`src/rtl/add_mul_ram_lift.sv`:
```
// Two-lane 5/3 integer wavelet lifting datapath with RAM write-back forwarding.
// Each lane produces registered even/odd write data one cycle after its operands.
module add_mul_ram_lift #(
    parameter int DW = 26,
    parameter int AW = 7
) (
    input  logic          clk,
    input  logic          rst,
    input  logic          pix_fwd_inv,
    input  logic          pix_even_odd,
    input  logic          pix_p,
    input  logic [DW-1:0] pix_dout_even,
    input  logic [DW-1:0] pix_dout_even1,
    input  logic [DW-1:0] pix_dout_odd,
    input  logic [DW-1:0] pix_dout_odd1,
    input  logic [DW-1:0] pix_left,
    input  logic [DW-1:0] pix_left1,
    input  logic [DW-1:0] pix_right,
    input  logic [DW-1:0] pix_right1,
    input  logic [AW-1:0] pix_addr_even,
    input  logic [AW-1:0] pix_addr_even1,
    input  logic [AW-1:0] pix_addr_odd,
    input  logic [AW-1:0] pix_addr_odd1,
    input  logic          pix_we_even,
    input  logic          pix_we_even1,
    input  logic          pix_we_odd,
    input  logic          pix_we_odd1,
    output logic [DW-1:0] pix_din_even,
    output logic [DW-1:0] pix_din_even1,
    output logic [DW-1:0] pix_din_odd,
    output logic [DW-1:0] pix_din_odd1
);

    localparam int NL = 2;
    localparam logic [DW+1:0] ROUND = {{DW{1'b0}}, 2'b10};

    logic [NL-1:0][DW-1:0] dout_even_s, dout_odd_s, left_s, right_s;
    logic [NL-1:0][AW-1:0] addr_even_s, addr_odd_s;
    logic [NL-1:0]         we_even_s, we_odd_s;
    logic [NL-1:0][DW-1:0] op_even_s, op_odd_s;
    logic [NL-1:0][DW-1:0] din_even_q, din_even_d, din_odd_q, din_odd_d;
    logic [NL-1:0][AW-1:0] last_addr_even_q, last_addr_odd_q;
    logic [NL-1:0]         last_we_even_q, last_we_odd_q;

    assign dout_even_s = {pix_dout_even1, pix_dout_even};
    assign dout_odd_s  = {pix_dout_odd1, pix_dout_odd};
    assign left_s      = {pix_left1, pix_left};
    assign right_s     = {pix_right1, pix_right};
    assign addr_even_s = {pix_addr_even1, pix_addr_even};
    assign addr_odd_s  = {pix_addr_odd1, pix_addr_odd};
    assign we_even_s   = {pix_we_even1, pix_we_even};
    assign we_odd_s    = {pix_we_odd1, pix_we_odd};

    // Predict: odd -/+ floor((l + r) / 2), wrapped to DW bits.
    function automatic logic [DW-1:0] predict_step(input logic [DW-1:0] x,
                                                   input logic [DW-1:0] l,
                                                   input logic [DW-1:0] r,
                                                   input logic fwd);
        logic signed [DW:0] s;
        logic signed [DW:0] p;
        s = $signed({l[DW-1], l}) + $signed({r[DW-1], r});
        p = s >>> 1'b1;
        if (fwd) begin
            return x - p[DW-1:0];
        end else begin
            return x + p[DW-1:0];
        end
    endfunction

    // Update: even +/- floor((l + r + 2) / 4), wrapped to DW bits.
    function automatic logic [DW-1:0] update_step(input logic [DW-1:0] x,
                                                  input logic [DW-1:0] l,
                                                  input logic [DW-1:0] r,
                                                  input logic fwd);
        logic signed [DW+1:0] t;
        logic signed [DW+1:0] u;
        t = $signed({{2{l[DW-1]}}, l}) + $signed({{2{r[DW-1]}}, r}) + $signed(ROUND);
        u = t >>> 2'd2;
        if (fwd) begin
            return x + u[DW-1:0];
        end else begin
            return x - u[DW-1:0];
        end
    endfunction

    // Operand select: a write to the same address last cycle is not yet visible in RAM.
    always_comb begin
        op_even_s = dout_even_s;
        op_odd_s  = dout_odd_s;
        for (int l = 0; l < NL; l++) begin
            if (last_we_even_q[l] && (last_addr_even_q[l] == addr_even_s[l])) begin
                op_even_s[l] = din_even_q[l];
            end else begin
                op_even_s[l] = dout_even_s[l];
            end
            if (last_we_odd_q[l] && (last_addr_odd_q[l] == addr_odd_s[l])) begin
                op_odd_s[l] = din_odd_q[l];
            end else begin
                op_odd_s[l] = dout_odd_s[l];
            end
        end
    end

    // Next-state lifting result per lane.
    always_comb begin
        din_even_d = din_even_q;
        din_odd_d  = din_odd_q;
        for (int l = 0; l < NL; l++) begin
            if (!pix_p) begin
                din_even_d[l] = din_even_q[l];
                din_odd_d[l]  = din_odd_q[l];
            end else if (pix_even_odd) begin
                din_even_d[l] = update_step(op_even_s[l], left_s[l], right_s[l], pix_fwd_inv);
                din_odd_d[l]  = op_odd_s[l];
            end else begin
                din_even_d[l] = op_even_s[l];
                din_odd_d[l]  = predict_step(op_odd_s[l], left_s[l], right_s[l], pix_fwd_inv);
            end
        end
    end

    // Output registers and forwarding history.
    always_ff @(posedge clk) begin
        if (rst) begin
            din_even_q       <= '0;
            din_odd_q        <= '0;
            last_addr_even_q <= '0;
            last_addr_odd_q  <= '0;
            last_we_even_q   <= '0;
            last_we_odd_q    <= '0;
        end else begin
            din_even_q       <= din_even_d;
            din_odd_q        <= din_odd_d;
            last_addr_even_q <= addr_even_s;
            last_addr_odd_q  <= addr_odd_s;
            last_we_even_q   <= we_even_s;
            last_we_odd_q    <= we_odd_s;
        end
    end

    assign pix_din_even  = din_even_q[0];
    assign pix_din_even1 = din_even_q[1];
    assign pix_din_odd   = din_odd_q[0];
    assign pix_din_odd1  = din_odd_q[1];

endmodule

```
`config.mk`:
```
export PLATFORM = sky130hd
export DESIGN_NAME = add_mul_ram_lift
export DESIGN_NICKNAME = d
export VERILOG_FILES = /design/src/rtl/add_mul_ram_lift.sv
export SDC_FILE = /design/constraint.sdc
export NUM_CORES = 1
export LEC_CHECK = 0
export CORE_MARGIN = 4
export CORE_UTILIZATION = 35
export CTS_CLUSTER_DIAMETER = 60
export DETAILED_ROUTE_END_ITERATION = 8
export GPL_TIMING_DRIVEN = 0
export PLACE_DENSITY_LB_ADDON = 0.3
export SLEW_MARGIN = 20
export SYNTH_ARGS = -nofsm -noshare
export SYNTH_HDL_FRONTEND = slang
export SYNTH_SLANG_ARGS = --single-unit
export TNS_END_PERCENT = 50
```
`constraint.sdc`:
```
create_clock -name clk -period 18.3 [get_ports clk]
set_clock_uncertainty 0.1 [all_clocks]
set_input_delay 3.66 -clock clk [delete_from_list [all_inputs] [get_ports clk]]
set_output_delay 3.66 -clock clk [all_outputs]
set_load 0.05 [all_outputs]
```
==> results, run 1 <==
- The flow ran to the end, and the final reports show no timing, DRC or antenna violations.
- The achievable frequency is 0.0964 GHz.
- The number of buffers added by the clock tree synthesis step is 17.
- The detailed router's first-iteration violation count is 1838.
- The most instantiated flip-flop cell in the synthesis netlist is dfxtp_1.
- The mapped netlist covers 0.0208 sq mm.
- The final instance area is 0.0259 sq mm.
- In the layout the commonest cells are 346 x clkdlybuf4s50_1, 259 x nor2_1, 216 x a21oi_1.
- For this configuration, the core starts out at a cell density of 0.353.
- The worst setup path is of the in2reg kind.
- The setup slack after layout is 7.93 ns.
- The number of gates resized after CTS is 0.
- The final number of max-transition violations came to 0.
- The power density over the cells is 85.5 mW/mm^2.
- After floorplanning, the core was sized to cover 0.0589 sq mm.
- The net switching power figure is 1.06 mW.
- The worst path in the final design needs a cycle of 10.37 ns, including I/O delays and setup.
- At the pin with the least slew margin, the transition time is 1.11 ns.
- The multi-input combinational cells in the finished layout cover a total of 0.0171 sq mm.
- Setup repair after global routing left no endpoint under its margin.
- STA classifies the critical path endpoint as a flop.
- The global-route congestion overflow total is 0.
- The worst hold path depth is 2.
- The total number of placement rows is 89.
- The worst register-to-register path begins at last_addr_even_q[5].
- For hold timing, the worst endpoint is pix_din_even1[20].
- The final routed DRC violation total is 0.
- Of the total power, combinational logic draws 0.654.
- The overall fraction of global-route tracks in use is 0.254.
- The cell internal power dissipation is 1.16 mW.
- The leakage power summed over all cells is 10.3 nW.
- The area of placed instances is 0.0253 sq mm.
- The deepest clock path buffer count is 2.
- The post-route setup TNS is 0 ns.
- Wires add up to 84.4 mm.
- The sequential cell area fraction in the yosys report is 0.131.
- The post-synth net total is 3185.
- The count of mapped cells out of synthesis is 2683.
- For the worst-skew pair, the clock arrives at the later sink with an insertion delay of 0.46 ns.
- In the final layout, the share of cells above drive strength 1 is 0.0771.
- The fraction of registers with async set or reset after synthesis is 0.
- The worst hold path belongs to the class reg2reg.
- The floorplan die width is 252 microns.
- The synthesized design contains 0 enable-type register cells.
- The tree built by TritonCTS fans out to 136 sinks.
- Dividing the final minimum period by the clock period gives 0.567.
- The most frequent standard cell in the layout excluding fill and tap cells is clkdlybuf4s50_1.
- At the end of the flow the core is filled with cells to 0.440.
- The final-stage net count is 3551.
- The critical path launch point is pix_left[7].
- The kind of launch point of the worst setup path is a primary input.
- After synthesis, the mean cell area works out to 7.75 sq um.
- The total of warnings raised by yosys is 0.
- TritonCTS built the clock tree.
- In this run, post-CTS hold repair placed 0 buffers.
- Entering global routing, the biggest net connects 17 pins.
- The number of top-level pins is 349.
- The placer's final routability congestion estimate is 0.963.
- In this run the worst path has a maximum fanout of 6.
- Dividing the detail-routed wire length by the instance count gives 22.0 microns.
- Across the run, the number of max-cap violations was 0.
- The pre-antenna-repair detailed-routing pass consisted of 5 iterations.
- The H-tree generated during clock tree synthesis spans 4 levels.
- The data arrival at the endpoint of the critical path is 10.65 ns.
- The total power draw is 2.22 mW.
- The count of state elements after synthesis is 136.
- The count of nets left with antenna violations after detail routing is 0.
- The register cell area after layout is 0.00272 sq mm.
- In this run the clock root is driven by a clkbuf_16.
- Headroom to the max-slew limit came out at 0.258.
- Of the total power, the clock network draws 0.184.
- The pre-CTS setup slack is 7.68 ns.
- The worst register-to-register path has a depth of 19.
- The signed area change from the synthesized netlist to the final layout is 24.6%.
- The global-route wire length before repair is 125 mm.
- Buffers placed on the I/O ports in this run total 346.
- The switching share of power is 0.477.
- The initial antenna violation count came to 5.
- The per-cell via count in the routed design is 5.63.
- The share of total power dissipated in sequential elements is 0.163.
- The buffer count from post-CTS setup fixing is 0.
- The worst hold path begins at pix_din_even1[20].
- The clock-pin slew reported for the worst setup and hold paths after clock tree synthesis is 0.07 ns.
- The layout has 6010 filler cells.
- In this run the vertical extent of the chip is 252 microns.
- The die covers 0.0634 sq mm.
- Synthesis instantiated 112 different standard cells from the library.
- The peak ir drop on the vdd network is 83.7 uV.
- The worst setup slack for register-to-register paths is 11.79 ns.
- Setup violations remaining at the end of the flow were counted as 0.
- For the worst setup path, the data required time is 18.58 ns.
- The count of final hold-check violations is 0.
- The via total after detailed routing is 21585.
- The number of global-route vias before repair came to 20232.
- The capture instance of the worst register-to-register path is pix_din_even[24].
- The HPWL after detailed placement is 69.5 mm.
-- state kept, by name (all words and copies together) (netlist names) --
register and cells:
last_addr_even_q 14, pix_din_odd1 26, pix_din_even 26, last_addr_odd_q 14, pix_din_even1 26, pix_din_odd 26
last_we_even_q 2, last_we_odd_q 2
-- per-stage QoR --
step           hold slack, ns  instances
4_1_cts                 0.394       3835
5_1_grt                 0.415       3837
2_1_floorplan           0.593       2683
3_5_place_dp            0.385       3803
3_3_place_gp            0.380       3802
6_report                0.396       3837
-- how the worst max path moves through the flow --
stage / cells after the start / end
after detailed placement: 27 / pix_din_even[25]
final: 26 / pix_din_even[25]
after CTS: 27 / pix_din_even1[25]
after global placement: 26 / pix_din_even[25]
after floorplan: 25 / pix_din_even[25]
after global routing: 25 / pix_din_odd1[23]
-- Yosys cell counts, types with 24 or more instances --
cell type | number | area share
a21oi_1 | 216 | 0.052
mux2_2 | 106 | 0.057
or3_1 | 24 | 0.0072
nand3_1 | 53 | 0.013
nor3_1 | 74 | 0.018
a21o_1 | 63 | 0.023
and3_1 | 29 | 0.0087
nand2_1 | 215 | 0.039
xor2_1 | 81 | 0.034
nand2b_1 | 25 | 0.0075
a31oi_1 | 46 | 0.014
dfxtp_1 | 136 | 0.13
a311oi_1 | 29 | 0.012
inv_1 | 124 | 0.022
ha_1 | 208 | 0.13
xnor2_1 | 183 | 0.077
a211oi_1 | 70 | 0.025
fa_1 | 49 | 0.047
clkbuf_1 | 78 | 0.014
o21a_1 | 26 | 0.0094
nor2_1 | 261 | 0.047
mux2i_1 | 25 | 0.012
o211ai_1 | 38 | 0.014
o21ai_0 | 121 | 0.029
nor2b_1 | 65 | 0.020
and2_1 | 25 | 0.0075
-- worst max-delay path, cell delays in order --
cell,delay [ns]
clkdlybuf4s50_1,0.46
ha_1,0.25
fa_1,0.54
a21oi_1,0.18
o21ai_0,0.21
nor3_1,0.53
a21o_1,0.21
xnor2_1,0.12
nor4_1,0.48
and2_1,0.23
and3_1,0.32
a31oi_1,0.15
xnor2_1,0.25
ha_1,0.32
a21o_1,0.18
a21o_1,0.16
a21oi_1,0.21
nor2_1,0.06
a211oi_1,0.38
a21oi_1,0.13
a211oi_1,0.45
o21ai_0,0.22
nor3_1,0.26
o211ai_1,0.17
a311o_1,0.34
nor3_1,0.16
-- power by group through the flow --
| stage | clock network (mW) | logic (mW) | registers (mW) |
|---|---|---|---|
| final | 0.407 | 1.45 | 0.361 |
| after CTS | 0.407 | 1.43 | 0.359 |
| after global placement | 0 | 1.42 | 0.365 |
| after floorplan | 0 | 0.924 | 0.455 |
| after global routing | 0.419 | 1.57 | 0.363 |
| after detailed placement | 0 | 1.42 | 0.365 |
-- cell type report --
cell class | instances | share of cell area
Timing Repair Buffer | 347 | 0.134
Sequential cell | 136 | 0.105
Multi-Input combinational cell | 2319 | 0.661
Clock inverter | 14 | 0.00898
Clock buffer | 18 | 0.0166
Buffer | 102 | 0.0186
Antenna cell | 2 | 0.000193
Tap cell | 773 | 0.0373
Inverter | 126 | 0.0182
-- cells by family (layout without fill, tap and decap cells) --
| kind of cell | count (synthesis) | after routing | share of synthesized area |
|---|---|---|---|
| XOR/XNOR | 267 | 267 | 0.113 |
| other | 0 | 2 | 0 |
| flip-flops | 136 | 136 | 0.131 |
| adder cells (fa/ha/maj) | 257 | 257 | 0.172 |
| multiplexers | 131 | 131 | 0.0694 |
| AO/OA/AOI/OAI | 786 | 786 | 0.259 |
| buffers and inverters | 228 | 607 | 0.0458 |
| AND/OR/NAND/NOR | 878 | 878 | 0.209 |
-- per-layer routing --
layer	global-route usage	share of wire
met5	0	0.00075
met4	0.0440	0.016
met3	0.0541	0.083
met2	0.391	0.43
met1	0.371	0.47
(Power assumes the default switching activity.)
==> run 2: changes to the inputs <==
Clock period 18.3 ns to 8.82 ns, I/O delays scaled along.
==> run 2 against run 1 <==
Flip-flop and latch count did not move; final area about the same; core utilization hardly changed; largest cell class unchanged; sequential power increased by 110%; critical path type unchanged; combinational power increased by 110%; wire length hardly changed.
==> results, run 2 (synthesized netlist as in run 1, its figures left out) <==
- Leaving out filler cells and counting taps, the final layout contains 3837.
- The kind of critical path is in2reg.
- The post-route core utilization is 0.440.
- For this block, the initial DRC count from the detailed router was 1811.
- Once layout is done, the placed cells without fillers occupy 0.0259 sq mm.
- Global routing finished with a remaining overflow of 0.
- In this run the worst setup path begins at pix_left1[6].
- The die is 252 microns tall.
- The worst path needs 8.46 ns of the cycle, external delays included.
- The via total after detailed routing is 21599.
- Once placement finished, the instance area stood at 0.0253 sq mm.
- The detail route stage leaves a number of antenna-violating nets equal to 0.
- In this run the deepest clock path goes through 2 buffers.
- The flow ran to the end, and the final reports show no timing, DRC or antenna violations.
- The worst path meets setup with 0.364 ns of slack.
- The number of global-route vias before repair is 20232.
- The area of the die is 0.0634 sq mm.
- Clock-pin slew was measured on the worst setup and hold paths at 0.06 ns.
- Using the TritonRoute via totals, the vias-per-cell ratio works out to 5.63.
- The tightest hold margin is 0.396 ns.
- Of the cells placed in the final design, the portion with a size suffix greater than 1 is 0.0774.
- The kind of end point of the critical path is a flop.
- The kind of cell adding the most delay to the critical path is simple AND/OR/NAND/NOR gates.
- Buffers placed on the I/O ports in this run total 346.
- The termination of the worst setup path is pix_din_even1[25].
- Across the run, the number of max-cap violations was 0.
- The area growth from synthesis to layout is 24.6%.
- The count of final hold-check violations is 0.
- The total power draw is 4.60 mW.
- The overall fraction of global-route tracks in use is 0.254.
- The final-stage net count is 3551.
- The critical-path maximum fanout is 8.
- The relative slew slack is 0.258.
- For this run, the detailed router's first-pass iteration total came to 7.
- Timing would allow up to 0.118 GHz.
- The pre-CTS setup slack is 0.0930 ns.
- At the pin with the least slew margin, the transition time is 1.11 ns.
- In this run the critical register-to-register path is launched from last_addr_even_q[5].
- Data on the critical path arrives at its endpoint at 8.70 ns.
- The number of sinks on the clock net is 136.
- The cell seen most often among critical-path stages is xnor2_1.
- The final number of max-transition violations came to 0.
- After legalization and detailed placement, the total HPWL measured 69.5 mm.
- The area of the core region is 0.0589 sq mm.
- The capture instance of the worst register-to-register path is pix_din_even[24].
- The number of buffers added by the clock tree synthesis step is 17.
- The floorplan die width is 252 microns.
- The initialized floorplan defines 89 standard-cell rows.
- The pin count of the biggest net entering global routing is 17.
- For flop-to-flop paths, the worst setup slack is 2.32 ns.
- The most frequent standard cell in the layout excluding fill and tap cells is clkdlybuf4s50_1.
- The delay contributed by the slowest stage of the critical path is 0.48 ns.
- In this run the clock root is driven by a clkbuf_16.
- In the layout the commonest cells are 346 x clkdlybuf4s50_1, 259 x nor2_1, 216 x a21oi_1.
- TritonCTS built the clock tree.
- The global-route wire length before repair is 125 mm.
- During I/O placement, the number of pins put on the boundary was 349.
- For this design the static power due to leakage is 10.3 nW.
- For the final routed database, the setup TNS stands at 0 ns.
- The data required time at the worst endpoint is 9.06 ns.
- The initial standard-cell utilization of the core is 0.353.
- Setup repair after global routing left no endpoint under its margin.
- Dividing the detail-routed wire length by the instance count gives 22.0 microns.
- The classification of the worst-slack hold path is reg2reg.
- The critical path crosses 27 cells after its start point.
- The sum of routed wire length over all layers is 84.4 mm.
- For this design the ratio of total power to cell area is 177 mW/mm^2.
- Together, buffers and inverters on the worst path number 3.
- The initial antenna violation count is 5.
- The peak ir drop on the vdd network is 174 uV.
- The share of the cycle needed by the critical path after routing is 0.959.
- At the end of routability-driven placement, the weighted congestion stood at 0.963.
- The kind of launch point of the worst setup path is a primary input.
- The number of cells traversed by the worst register-to-register path is 19.
- After detailed routing, the number of remaining DRC violations is 0.
- Setup violations remaining at the end of the flow were counted as 0.
- The clock insertion delay at the later pin of the skew report is 0.46 ns.
- The depth of the CTS H-tree is 4.
- The slowest stage of the critical path belongs to the cell clkdlybuf4s50_1.
- The number of placed instances with taps included is 3803.
run 2: power by group:
part	internal (mW)	switching, mW
clock	0.511	0.334
combinational	1.21	1.79
sequential	0.683	0.0650
total	2.40	2.19
run 2: worst register-to-register path: stages (launching register included):
cell and delay [ns]:
dfxtp_1 0.31, xnor2_1 0.23, nand4_1 0.26, nor2_1 0.62, clkbuf_1 0.63, mux2_2 0.45
ha_1 0.23, fa_1 0.42, a21o_1 0.18, a21o_1 0.21, a2111oi_0 0.77, nor4_1 0.22
o21ai_0 0.34, a31oi_1 0.14, o21ai_0 0.28, a21oi_1 0.16, a211oi_1 0.27, xnor2_1 0.12
mux2_2 0.29, a21o_1 0.17
run 2: worst min-delay path by stage:
stage / endpoint / from / depth (start not counted) / slack, ns
6_report: pix_din_even1[20] / pix_din_even1[20] / 2 / 0.40
5_1_grt: pix_din_even[10] / pix_din_even[10] / 2 / 0.42
4_1_cts: pix_din_even1[20] / pix_din_even1[20] / 2 / 0.39
3_5_place_dp: pix_din_even1[20] / pix_din_even1[20] / 2 / 0.39
3_3_place_gp: pix_din_odd[25] / pix_din_odd[25] / 2 / 0.38
2_1_floorplan: pix_din_odd1[1] / pix_din_odd1[1] / 2 / 0.59
run 2: timing repair:
action                                  4_1_cts  5_1_grt
gates resized for setup                       0        1
endpoints found under the setup margin        0        1
buffers inserted                              0        0
hold buffers                                  0        0
run 2: final cells by class:
class,count,area (sq um)
clock inverter,14,233
timing repair buffer,347,3470
buffer,102,482
antenna,2,5.00
tap,773,967
inverter,126,473
fill,6010,33000
clock buffer,18,429
sequential,136,2720
multi-input combinational,2319,17100
run 2: layer usage:
layer,up-vias,GRT usage,part of all wire
li1,10505,-,-
met1,10151,0.371,0.47
met2,862,0.391,0.43
met3,77,0.0541,0.084
met4,4,0.0440,0.016
met5,-,0,0.00076
